$ cat src/rtl/dmem_arbiter.sv
// Two-requester arbiter/sequencer for the single data-memory port (C = MEM stage, D = DMA/loader).
// Optional misalignment trap enabled by defining DMEM_ARB_ALIGN_CHECK_EN.
//
// state | meaning
// IDLE  | waiting for a request; winner gets gnt and its fields are latched
// BUSY  | memory controls driven from latched fields for RD_LAT cycles
// RESP  | one-cycle rvalid (and err) to the owning requester
module dmem_arbiter #(
    parameter int DM_ADDRESS = 9,
    parameter int DATA_W     = 32,
    parameter int RD_LAT     = 1,
    parameter int STARVE_MAX = 4
) (
    input  logic                  clk,
    input  logic                  rst_n,

    input  logic                  c_req,
    input  logic                  c_we,
    input  logic [DM_ADDRESS-1:0] c_addr,
    input  logic [DATA_W-1:0]     c_wdata,
    input  logic [2:0]            c_funct3,
    output logic                  c_gnt,
    output logic                  c_rvalid,
    output logic [DATA_W-1:0]     c_rdata,
    output logic                  c_err,

    input  logic                  d_req,
    input  logic                  d_we,
    input  logic [DM_ADDRESS-1:0] d_addr,
    input  logic [DATA_W-1:0]     d_wdata,
    input  logic [2:0]            d_funct3,
    output logic                  d_gnt,
    output logic                  d_rvalid,
    output logic [DATA_W-1:0]     d_rdata,
    output logic                  d_err,

    output logic                  MemRead,
    output logic                  MemWrite,
    output logic [DM_ADDRESS-1:0] a,
    output logic [DATA_W-1:0]     wd,
    output logic [2:0]            Funct3,
    input  logic [DATA_W-1:0]     rd
);

    localparam int LAT_W = 2;
    localparam int STV_W = 4;

    typedef enum logic [1:0] {
        S_IDLE = 2'd0,
        S_BUSY = 2'd1,
        S_RESP = 2'd2
    } state_t;

    state_t                  state_q, state_d;
    logic [STV_W-1:0]        starve_q, starve_d;
    logic                    owner_q, owner_d;   // 0 = C, 1 = D
    logic                    we_q, we_d;
    logic [DM_ADDRESS-1:0]   addr_q, addr_d;
    logic [DATA_W-1:0]       wdata_q, wdata_d;
    logic [2:0]              f3_q, f3_d;
    logic [LAT_W-1:0]        lat_q, lat_d;

    logic                    mem_rd_q, mem_rd_d;
    logic                    mem_wr_q, mem_wr_d;
    logic [DM_ADDRESS-1:0]   a_q, a_d;
    logic [DATA_W-1:0]       wd_q, wd_d;
    logic [2:0]              f3o_q, f3o_d;

    logic                    c_rvalid_q, c_rvalid_d;
    logic                    d_rvalid_q, d_rvalid_d;
    logic [DATA_W-1:0]       c_rdata_q, c_rdata_d;
    logic [DATA_W-1:0]       d_rdata_q, d_rdata_d;
    logic                    c_err_q, c_err_d;
    logic                    d_err_q, d_err_d;

    logic                    c_gnt_c, d_gnt_c;
    logic                    force_d, c_win, d_win;
    logic                    win_we;
    logic [DM_ADDRESS-1:0]   win_addr;
    logic [DATA_W-1:0]       win_wdata;
    logic [2:0]              win_f3;
    logic                    win_misalign;

    // D is forced only once C has won STARVE_MAX times in a row against it
    assign force_d   = d_req && (starve_q == STV_W'(STARVE_MAX));
    assign c_win     = c_req && !force_d;
    assign d_win     = d_req && !c_win;

    assign win_we    = c_win ? c_we     : d_we;
    assign win_addr  = c_win ? c_addr   : d_addr;
    assign win_wdata = c_win ? c_wdata  : d_wdata;
    assign win_f3    = c_win ? c_funct3 : d_funct3;

`ifdef DMEM_ARB_ALIGN_CHECK_EN
    assign win_misalign = ((win_f3[1:0] == 2'b01) && win_addr[0]) ||
                          ((win_f3[1:0] == 2'b10) && (win_addr[1:0] != 2'b00));
`else
    assign win_misalign = 1'b0;
`endif

    always_comb begin
        state_d    = state_q;
        starve_d   = starve_q;
        owner_d    = owner_q;
        we_d       = we_q;
        addr_d     = addr_q;
        wdata_d    = wdata_q;
        f3_d       = f3_q;
        lat_d      = lat_q;
        mem_rd_d   = 1'b0;
        mem_wr_d   = 1'b0;
        a_d        = '0;
        wd_d       = '0;
        f3o_d      = '0;
        c_rvalid_d = 1'b0;
        d_rvalid_d = 1'b0;
        c_rdata_d  = '0;
        d_rdata_d  = '0;
        c_err_d    = 1'b0;
        d_err_d    = 1'b0;
        c_gnt_c    = 1'b0;
        d_gnt_c    = 1'b0;

        case (state_q)
            S_IDLE: begin
                if (c_win || d_win) begin
                    c_gnt_c = c_win;
                    d_gnt_c = d_win;
                    owner_d = d_win;
                    we_d    = win_we;
                    addr_d  = win_addr;
                    wdata_d = win_wdata;
                    f3_d    = win_f3;

                    if (d_win) begin
                        starve_d = '0;
                    end else if (d_req && (starve_q != STV_W'(STARVE_MAX))) begin
                        starve_d = starve_q + STV_W'(1);
                    end

                    if (win_misalign) begin
                        state_d    = S_RESP;
                        c_rvalid_d = c_win;
                        d_rvalid_d = d_win;
                        c_err_d    = c_win;
                        d_err_d    = d_win;
                    end else begin
                        state_d  = S_BUSY;
                        lat_d    = LAT_W'(RD_LAT - 1);
                        mem_rd_d = ~win_we;
                        mem_wr_d = win_we;
                        a_d      = win_addr;
                        wd_d     = win_wdata;
                        f3o_d    = win_f3;
                    end
                end
            end

            S_BUSY: begin
                if (lat_q == '0) begin
                    state_d    = S_RESP;
                    c_rvalid_d = ~owner_q;
                    d_rvalid_d = owner_q;
                    if (!we_q) begin
                        c_rdata_d = owner_q ? '0 : rd;
                        d_rdata_d = owner_q ? rd : '0;
                    end
                end else begin
                    lat_d    = lat_q - LAT_W'(1);
                    mem_rd_d = ~we_q;
                    mem_wr_d = we_q;
                    a_d      = addr_q;
                    wd_d     = wdata_q;
                    f3o_d    = f3_q;
                end
            end

            S_RESP: begin
                state_d = S_IDLE;
            end

            default: begin
                state_d = S_IDLE;
            end
        endcase
    end

    always_ff @(posedge clk) begin
        if (!rst_n) begin
            state_q    <= S_IDLE;
            starve_q   <= '0;
            owner_q    <= 1'b0;
            we_q       <= 1'b0;
            addr_q     <= '0;
            wdata_q    <= '0;
            f3_q       <= '0;
            lat_q      <= '0;
            mem_rd_q   <= 1'b0;
            mem_wr_q   <= 1'b0;
            a_q        <= '0;
            wd_q       <= '0;
            f3o_q      <= '0;
            c_rvalid_q <= 1'b0;
            d_rvalid_q <= 1'b0;
            c_rdata_q  <= '0;
            d_rdata_q  <= '0;
            c_err_q    <= 1'b0;
            d_err_q    <= 1'b0;
        end else begin
            state_q    <= state_d;
            starve_q   <= starve_d;
            owner_q    <= owner_d;
            we_q       <= we_d;
            addr_q     <= addr_d;
            wdata_q    <= wdata_d;
            f3_q       <= f3_d;
            lat_q      <= lat_d;
            mem_rd_q   <= mem_rd_d;
            mem_wr_q   <= mem_wr_d;
            a_q        <= a_d;
            wd_q       <= wd_d;
            f3o_q      <= f3o_d;
            c_rvalid_q <= c_rvalid_d;
            d_rvalid_q <= d_rvalid_d;
            c_rdata_q  <= c_rdata_d;
            d_rdata_q  <= d_rdata_d;
            c_err_q    <= c_err_d;
            d_err_q    <= d_err_d;
        end
    end

    // gnt is combinational in IDLE; masking with rst_n keeps it low while reset is held
    assign c_gnt    = c_gnt_c & rst_n;
    assign d_gnt    = d_gnt_c & rst_n;
    assign c_rvalid = c_rvalid_q;
    assign d_rvalid = d_rvalid_q;
    assign c_rdata  = c_rdata_q;
    assign d_rdata  = d_rdata_q;
    assign c_err    = c_err_q;
    assign d_err    = d_err_q;
    assign MemRead  = mem_rd_q;
    assign MemWrite = mem_wr_q;
    assign a        = a_q;
    assign wd       = wd_q;
    assign Funct3   = f3o_q;

endmodule

$ cat config.mk
export PLATFORM = sky130hd
export DESIGN_NAME = dmem_arbiter
export DESIGN_NICKNAME = d
export VERILOG_FILES = /design/src/rtl/dmem_arbiter.sv
export SDC_FILE = /design/constraint.sdc
export NUM_CORES = 1
export LEC_CHECK = 0
export ABC_AREA = 1
export CAP_MARGIN = 20
export CORE_MARGIN = 5
export CORE_UTILIZATION = 47
export CTS_BUF_LIST = sky130_fd_sc_hd__clkbuf_16
export CTS_CLUSTER_DIAMETER = 50
export DETAILED_ROUTE_END_ITERATION = 8
export PLACE_DENSITY_LB_ADDON = 0.08
export SYNTH_ARGS = -nofsm -noshare
export SYNTH_HDL_FRONTEND = slang
export SYNTH_SLANG_ARGS = --single-unit
$ cat constraint.sdc
create_clock -name clk -period 2.8 [get_ports clk]
set_input_delay 0.56 -clock clk [delete_from_list [all_inputs] [get_ports clk]]
set_output_delay 0.56 -clock clk [all_outputs]
set_load 0.1 [all_outputs]
==> results.sh, run 1 <==
export IMPL_grt_pass1_vias=5157
export IMPL_switchingPower_mw=1.892
export IMPL_grt_max_degree=59
export IMPL_cts_hold_buf=0
export IMPL_dpl_hpwl_um=11660
export IMPL_synthCells=781
export IMPL_status="completed"
export IMPL_synth_edff_count=0
export IMPL_fmax_mhz=422.8
export IMPL_ys_seq_area_share_pct=52.46
export IMPL_antenna_found_initial=0
export IMPL_grt_pass1_wl_um=26040
export IMPL_async_flop_share_pct=0
export IMPL_fin_tns_setup_ns=0
export IMPL_area_growth_pct=43.75
export IMPL_min_delay_start="we_q"
export IMPL_track_usage_pct=20.37
export IMPL_sw_frac_of_total_pct=30.59
export IMPL_hold_path_class="flop to flop"
export IMPL_required_ns=2.24
export IMPL_numCtsBuffers=17
export IMPL_firstDrtPassIters=5
export IMPL_slew_headroom_pct=53.05
export IMPL_synth_most_common_cell="dfxtp_1"
export IMPL_grt_overflow=0
export IMPL_rows=42
export IMPL_io_pins=242
export IMPL_arrival_ns=1.81
export IMPL_placed_cell_area_um2=8491
export IMPL_reg2reg_to="addr_q[0]"
export IMPL_drc=0
export IMPL_routed_wl_um=16500
export IMPL_fin_crit_sh_pct=84.47
export IMPL_hold_depth=2
export IMPL_power_per_cell_area_nw_per_um2=679.3
export IMPL_synth_distinct_cells=24
export IMPL_die_w_um=126.1
export IMPL_cts_tree="built"
export IMPL_dieArea_um2=15900
export IMPL_clkSlewWorstSetupHoldPaths_ns=0.06
export IMPL_finClkSkew_ns=0.01156
export IMPL_fin_area_um2=9106
export IMPL_pwr_share_comb_pct=19.8
export IMPL_fin_cells=1195
export IMPL_initial_utilization_pct=47.84
export IMPL_rsz0062_at_grt="no"
export IMPL_drv_slew=0
export IMPL_rr_worst_depth=9
export IMPL_clock_latency_ns=0.42
export IMPL_ys_warn_count=0
export IMPL_leakage_nw=4.308
export IMPL_hold_viol=0
export IMPL_ys_ff_latch=166
export IMPL_r2r_start="starve_q[0]"
export IMPL_port_buffers=239
export IMPL_fin_nets=1135
export IMPL_total_power_mw=6.186
export IMPL_fp_dieH_um=126.1
export IMPL_finish_utilization_pct=68.76
export IMPL_synth_area_um2=6335
export IMPL_r2r_slack_ns=0.91
export IMPL_drive_gt1_share_pct=23.36
export IMPL_post_place_cells=1163
export IMPL_cts_num_sinks=166
export IMPL_peakVddDrop_uv=342.4
export IMPL_cp_start_kind="input pin"
export IMPL_max_slew_worst_pin_slew_ns=0.7043
export IMPL_antenna_cells=0
export IMPL_power_internal_mw=4.294
export IMPL_fin_ws_ns=0.4348
export IMPL_setup_viol=0
export IMPL_fin_crit_ns=2.365
export IMPL_netlist_area_leader_share_pct=52.46
export IMPL_drt_iter0_markers=331
export IMPL_setup_worst_path_class="input pin to output pin"
export IMPL_synth_top_area_cell="dfxtp_1"
export IMPL_synth_area_per_cell_um2=8.111
export IMPL_hold_slack_ns=0.4582
export IMPL_h_tree_depth=4
export IMPL_clockRootBuffer="clkbuf_16"
export IMPL_wl_per_cell_um=13.81
export IMPL_hold_end="MemWrite"
export IMPL_gp_congestion=0.7824
export IMPL_end_kind="output pin"
export IMPL_core_area_um2=13240
export IMPL_synth_area_leaders="dfxtp_1 52%, nand2_1 8.7%, inv_1 7.9%, a21oi_1 7.6%, nand3_2 5.4%"
export IMPL_drv_cap=0
export IMPL_detail_route_vias_per_cell=4.558
export IMPL_critPathLaunch="d_req"
export IMPL_p_seq_share_pct=41.2
export IMPL_clk_path_buf_depth=2
export IMPL_fill_cells=1141
export IMPL_dp_slack_ns=0.4368
export IMPL_synth_common_cells="166 x dfxtp_1, 147 x nand2_1, 134 x inv_1"
export IMPL_ant_nets=0
export IMPL_crit_path_max_fanout=4
export IMPL_cts_setup_buffers=0
export IMPL_vias=5447
export IMPL_cts_resized=0
export IMPL_p_clk_share_pct=39.0
export IMPL_synth_flop_cell="dfxtp_1"
## flip-flops by register name (all words and copies together), names as in the netlist, 2 cells and up
name and count:
Funct3 3, c_rdata 32, wdata_q 32, a 9
addr_q 9, starve_q 4, lat_q 2, f3_q 3
d_rdata 32, wd 32, state_q 2
## cell families (layout without fill, tap and decap cells)
logic type	count (synthesis)	after routing	synth area share [%]
AO/OA/AOI/OAI	98	98	7.742
XOR/XNOR	2	2	0.2766
other	1	2	0.05920
buffers and inverters	184	421	13.13
adder cells (fa/ha/maj)	3	3	0.5926
flip-flops	166	166	52.46
AND/OR/NAND/NOR	327	327	25.74
## worst max-delay path: stages
cell and delay [ns]:
clkdlybuf4s50_1 0.51, nand2_1 0.06, inv_1 0.06, nand2_2 0.06
nand2_2 0.09, nand2_1 0.12, nor2_2 0.15, buf_12 0.19
## cells in the final DEF, fill, tap and decap left out
cell type        instances
xor2_1                   1
nand3_1                 61
clkdlybuf4s50_1        124
clkinv_4                 3
nor2_2                  32
nand3_2                 34
a21oi_1                 96
buf_2                    1
buf_12                   3
clkinvlp_4               1
nor3b_2                  1
nand2_2                  4
o21ai_0                  2
inv_6                    7
nor3_2                   2
clkbuf_16               17
nor2_4                   2
bufinv_16                3
inv_1                  134
xnor2_1                  1
inv_2                    3
dfxtp_1                166
nor2_1                  44
buf_4                  124
clkinv_2                 1
conb_1                   2
nand2_1                147
ha_1                     3
## power groups by stage
stage / clock network [mW] / registers, mW / logic, mW
finish: 2.41 / 2.55 / 1.22
global route: 2.57 / 2.56 / 1.30
CTS: 2.46 / 2.55 / 1.23
detailed placement: 0 / 2.60 / 1.23
global placement: 0 / 2.60 / 1.22
floorplan: 0 / 3.09 / 0.368
## per-layer routing
metal  routed length, um  up-vias  global-route usage (%)  share of wire [%]
met5                   0        -                       0                  0
met4                 190        0                   6.372                1.2
met3                1271       12                   6.732                7.7
met2                8118      170                   35.21                 49
met1                6917     2433                   23.97                 42
li1                    -     2832                       -                  -
## worst max path at each step
stage | to | slack, ns | depth (start not counted)
floorplan | c_gnt | 0.03 | 9
global placement | d_gnt | 0.48 | 8
detailed placement | d_gnt | 0.44 | 8
CTS | d_gnt | 0.43 | 8
global route | d_gnt | 0.33 | 8
finish | d_gnt | 0.43 | 8
## area by class of cell
cell class / count / area, um^2 / share of cell area (%)
Multi-Input combinational cell: 432 / 2196 / 24.11
Clock buffer: 17 / 425.4 / 4.672
Inverter: 137 / 514.2 / 5.647
Sequential cell: 166 / 3323 / 36.49
Clock inverter: 15 / 190.2 / 2.088
Timing Repair Buffer: 252 / 2237 / 24.57
Tap cell: 176 / 220.2 / 2.418
(Power assumes the default switching activity.)
==> run 2, diff against run 1 <==
- CORE_UTILIZATION: 47 -> 44
- clock period: 2.8 -> 2.45 ns (I/O delays scaled with it)
==> run 2 against run 1 <==
  * Via count grew 1.1%
  * Clock power up 2%
  * Non-clock buffer count unchanged
  * Cell count grew 0.33%
  * Die area increased by 6.3%
  * Design area fell by 0.71%
  * Largest power group unchanged
  * Sequential power up 14%
  * Critical endpoint is now c_gnt
  * Count of clock-buffer cells in the layout is the same
  * Setup slack worse by 0.17 ns
==> results.sh, run 2 (synthesis results as in run 1) <==
export IMPL_status="completed"
export IMPL_leakage_nw=4.274
export IMPL_dieArea_um2=16900
export IMPL_crit_path_max_fanout=4
export IMPL_die_w_um=130.0
export IMPL_clkSlewWorstSetupHoldPaths_ns=0.07
export IMPL_multiInputGateArea_um2=2196
export IMPL_reg2reg_to="wd[4]"
export IMPL_clock_latency_ns=0.42
export IMPL_cts_tree="built"
export IMPL_p_clk_share_pct=36.4
export IMPL_crit_chain="inv_1 > ha_1 > nand2_1 > inv_1 > nand2_2 > nand2_2 > nor3_2 > buf_12"
export IMPL_hold_path_class="flop to flop"
export IMPL_clockRootBuffer="clkbuf_16"
export IMPL_ant_nets=0
export IMPL_fin_area_um2=9041
export IMPL_clk_path_buf_depth=2
export IMPL_grt_pass1_vias=5132
export IMPL_slowest_stage="dfxtp_1"
export IMPL_path_depth=8
export IMPL_wl_met1_um=7095
export IMPL_fin_cells=1199
export IMPL_wl_met3_um=1228
export IMPL_h_tree_depth=4
export IMPL_track_usage_pct=19.58
export IMPL_cpPeakStageDelay_ns=0.35
export IMPL_rr_worst_depth=9
export IMPL_core_area_um2=13990
export IMPL_peakVddDrop_uv=428.7
export IMPL_dp_slack_ns=0.2098
export IMPL_setup_viol=0
export IMPL_antenna_cells=0
export IMPL_required_ns=1.96
export IMPL_cp_start_kind="flop"
export IMPL_port_buffers=239
export IMPL_setup_worst_path_class="flop to output pin"
export IMPL_cp_endpoint="c_gnt"
export IMPL_cts_num_sinks=166
export IMPL_routed_wl_um=16750
export IMPL_power_per_cell_area_nw_per_um2=749.2
export IMPL_highest_layer="met4"
export IMPL_hold_slack_ns=0.4563
export IMPL_r2r_slack_ns=0.55
export IMPL_area_growth_pct=42.72
export IMPL_r2r_start="starve_q[0]"
export IMPL_fill_cells=1246
export IMPL_finClkSkew_ns=0.01170
export IMPL_fin_nets=1135
export IMPL_max_slew_worst_pin_slew_ns=0.8581
export IMPL_grt_overflow=0
export IMPL_gp_congestion=0.7640
export IMPL_layout_commonest_cell="dfxtp_1"
export IMPL_mostFrequentLayoutCells="166 x dfxtp_1, 147 x nand2_1, 135 x inv_1"
export IMPL_rsz0062_at_grt="no"
export IMPL_p_seq_share_pct=43.0
export IMPL_firstDrtPassIters=5
export IMPL_numCtsBuffers=17
export IMPL_regArea_um2=3323
export IMPL_post_place_cells=1167
export IMPL_cts_setup_buffers=0
export IMPL_drv_slew=0
export IMPL_antenna_found_initial=0
export IMPL_vias=5506
export IMPL_fin_ws_ns=0.2609
export IMPL_wl_per_cell_um=13.97
export IMPL_critPathLaunch="starve_q[0]"
export IMPL_grt_max_degree=86
export IMPL_crit_buf_inv=3
export IMPL_drt_iter0_markers=290
export IMPL_grt_pass1_wl_um=25960
export IMPL_cts_hold_buf=0
export IMPL_cts_resized=0
export IMPL_drive_gt1_share_pct=23.26
export IMPL_drv_cap=0
export IMPL_placed_cell_area_um2=8496
export IMPL_wl_met2_um=8226
export IMPL_fmax_mhz=456.8
export IMPL_initial_utilization_pct=45.29
export IMPL_detail_route_vias_per_cell=4.592
export IMPL_cpLargestDelayFamily="simple AND/OR/NAND/NOR gates"
export IMPL_end_kind="output pin"
export IMPL_hold_viol=0
export IMPL_fin_crit_ns=2.189
export IMPL_dpl_hpwl_um=11860
export IMPL_pwr_share_comb_pct=20.6
export IMPL_sw_frac_of_total_pct=32.13
export IMPL_fp_dieH_um=130.0
export IMPL_rows=43
export IMPL_switchingPower_mw=2.176
export IMPL_slew_headroom_pct=42.79
export IMPL_io_pins=242
export IMPL_fin_crit_sh_pct=89.35
export IMPL_power_internal_mw=4.598
export IMPL_drc=0
export IMPL_arrival_ns=1.70
-- run 2: metrics by stage --
stage          TNS (ns)  util, %  power, mW
2_1_floorplan   -0.2505        -      3.949
3_3_place_gp          0    60.73      4.366
3_5_place_dp          0    60.73      4.375
4_1_cts               0    64.63      6.835
5_1_grt               0    64.63      7.071
6_report              0    64.63      6.774
-- run 2: area by class of cell --
class	instances	share of cell area [%]
flip-flops and latches	166	36.76
repair buffers	252	24.74
multi-input cells	432	24.29
inverters	137	5.688
clock buffers	17	4.705
well taps	180	2.491
clock inverters	15	1.329
-- run 2: routing by layer --
| metal | track usage [%] | up-vias |
|---|---|---|
| met1 | 23.97 | 2494 |
| li1 | - | 2834 |
| met2 | 33.33 | 163 |
| met5 | 0 | - |
| met4 | 5.807 | 0 |
| met3 | 5.935 | 15 |
-- run 2: worst min-delay path, cell delays in order, from the launching register on --
cell     delay [ns]
dfxtp_1        0.31
nand2_1        0.06
a21oi_1        0.06
-- run 2: worst min-delay path by stage --
stage,startpoint,end,depth (start not counted),slack [ns]
floorplan,owner_q,c_rvalid,1,0.43
global placement,wdata_q[12],wd[12],2,0.45
detailed placement,wdata_q[13],wd[13],2,0.45
CTS,wdata_q[13],wd[13],2,0.46
global route,wdata_q[25],wdata_q[25],2,0.48
finish,addr_q[2],a[2],2,0.46
-- run 2: power by group through the flow --
stage	sequential (mW)	clock (mW)	combinational, mW
after floorplan	3.53	0	0.420
after global placement	2.97	0	1.40
after detailed placement	2.97	0	1.40
after CTS	2.91	2.52	1.41
after global routing	2.93	2.66	1.48
final	2.91	2.46	1.40
==> run 3, diff against run 2 <==
- GPL_ROUTABILITY_DRIVEN: default -> 0
==> results of run 3 <==
The final DEF is identical to that of run 2; final timing and power are the same.
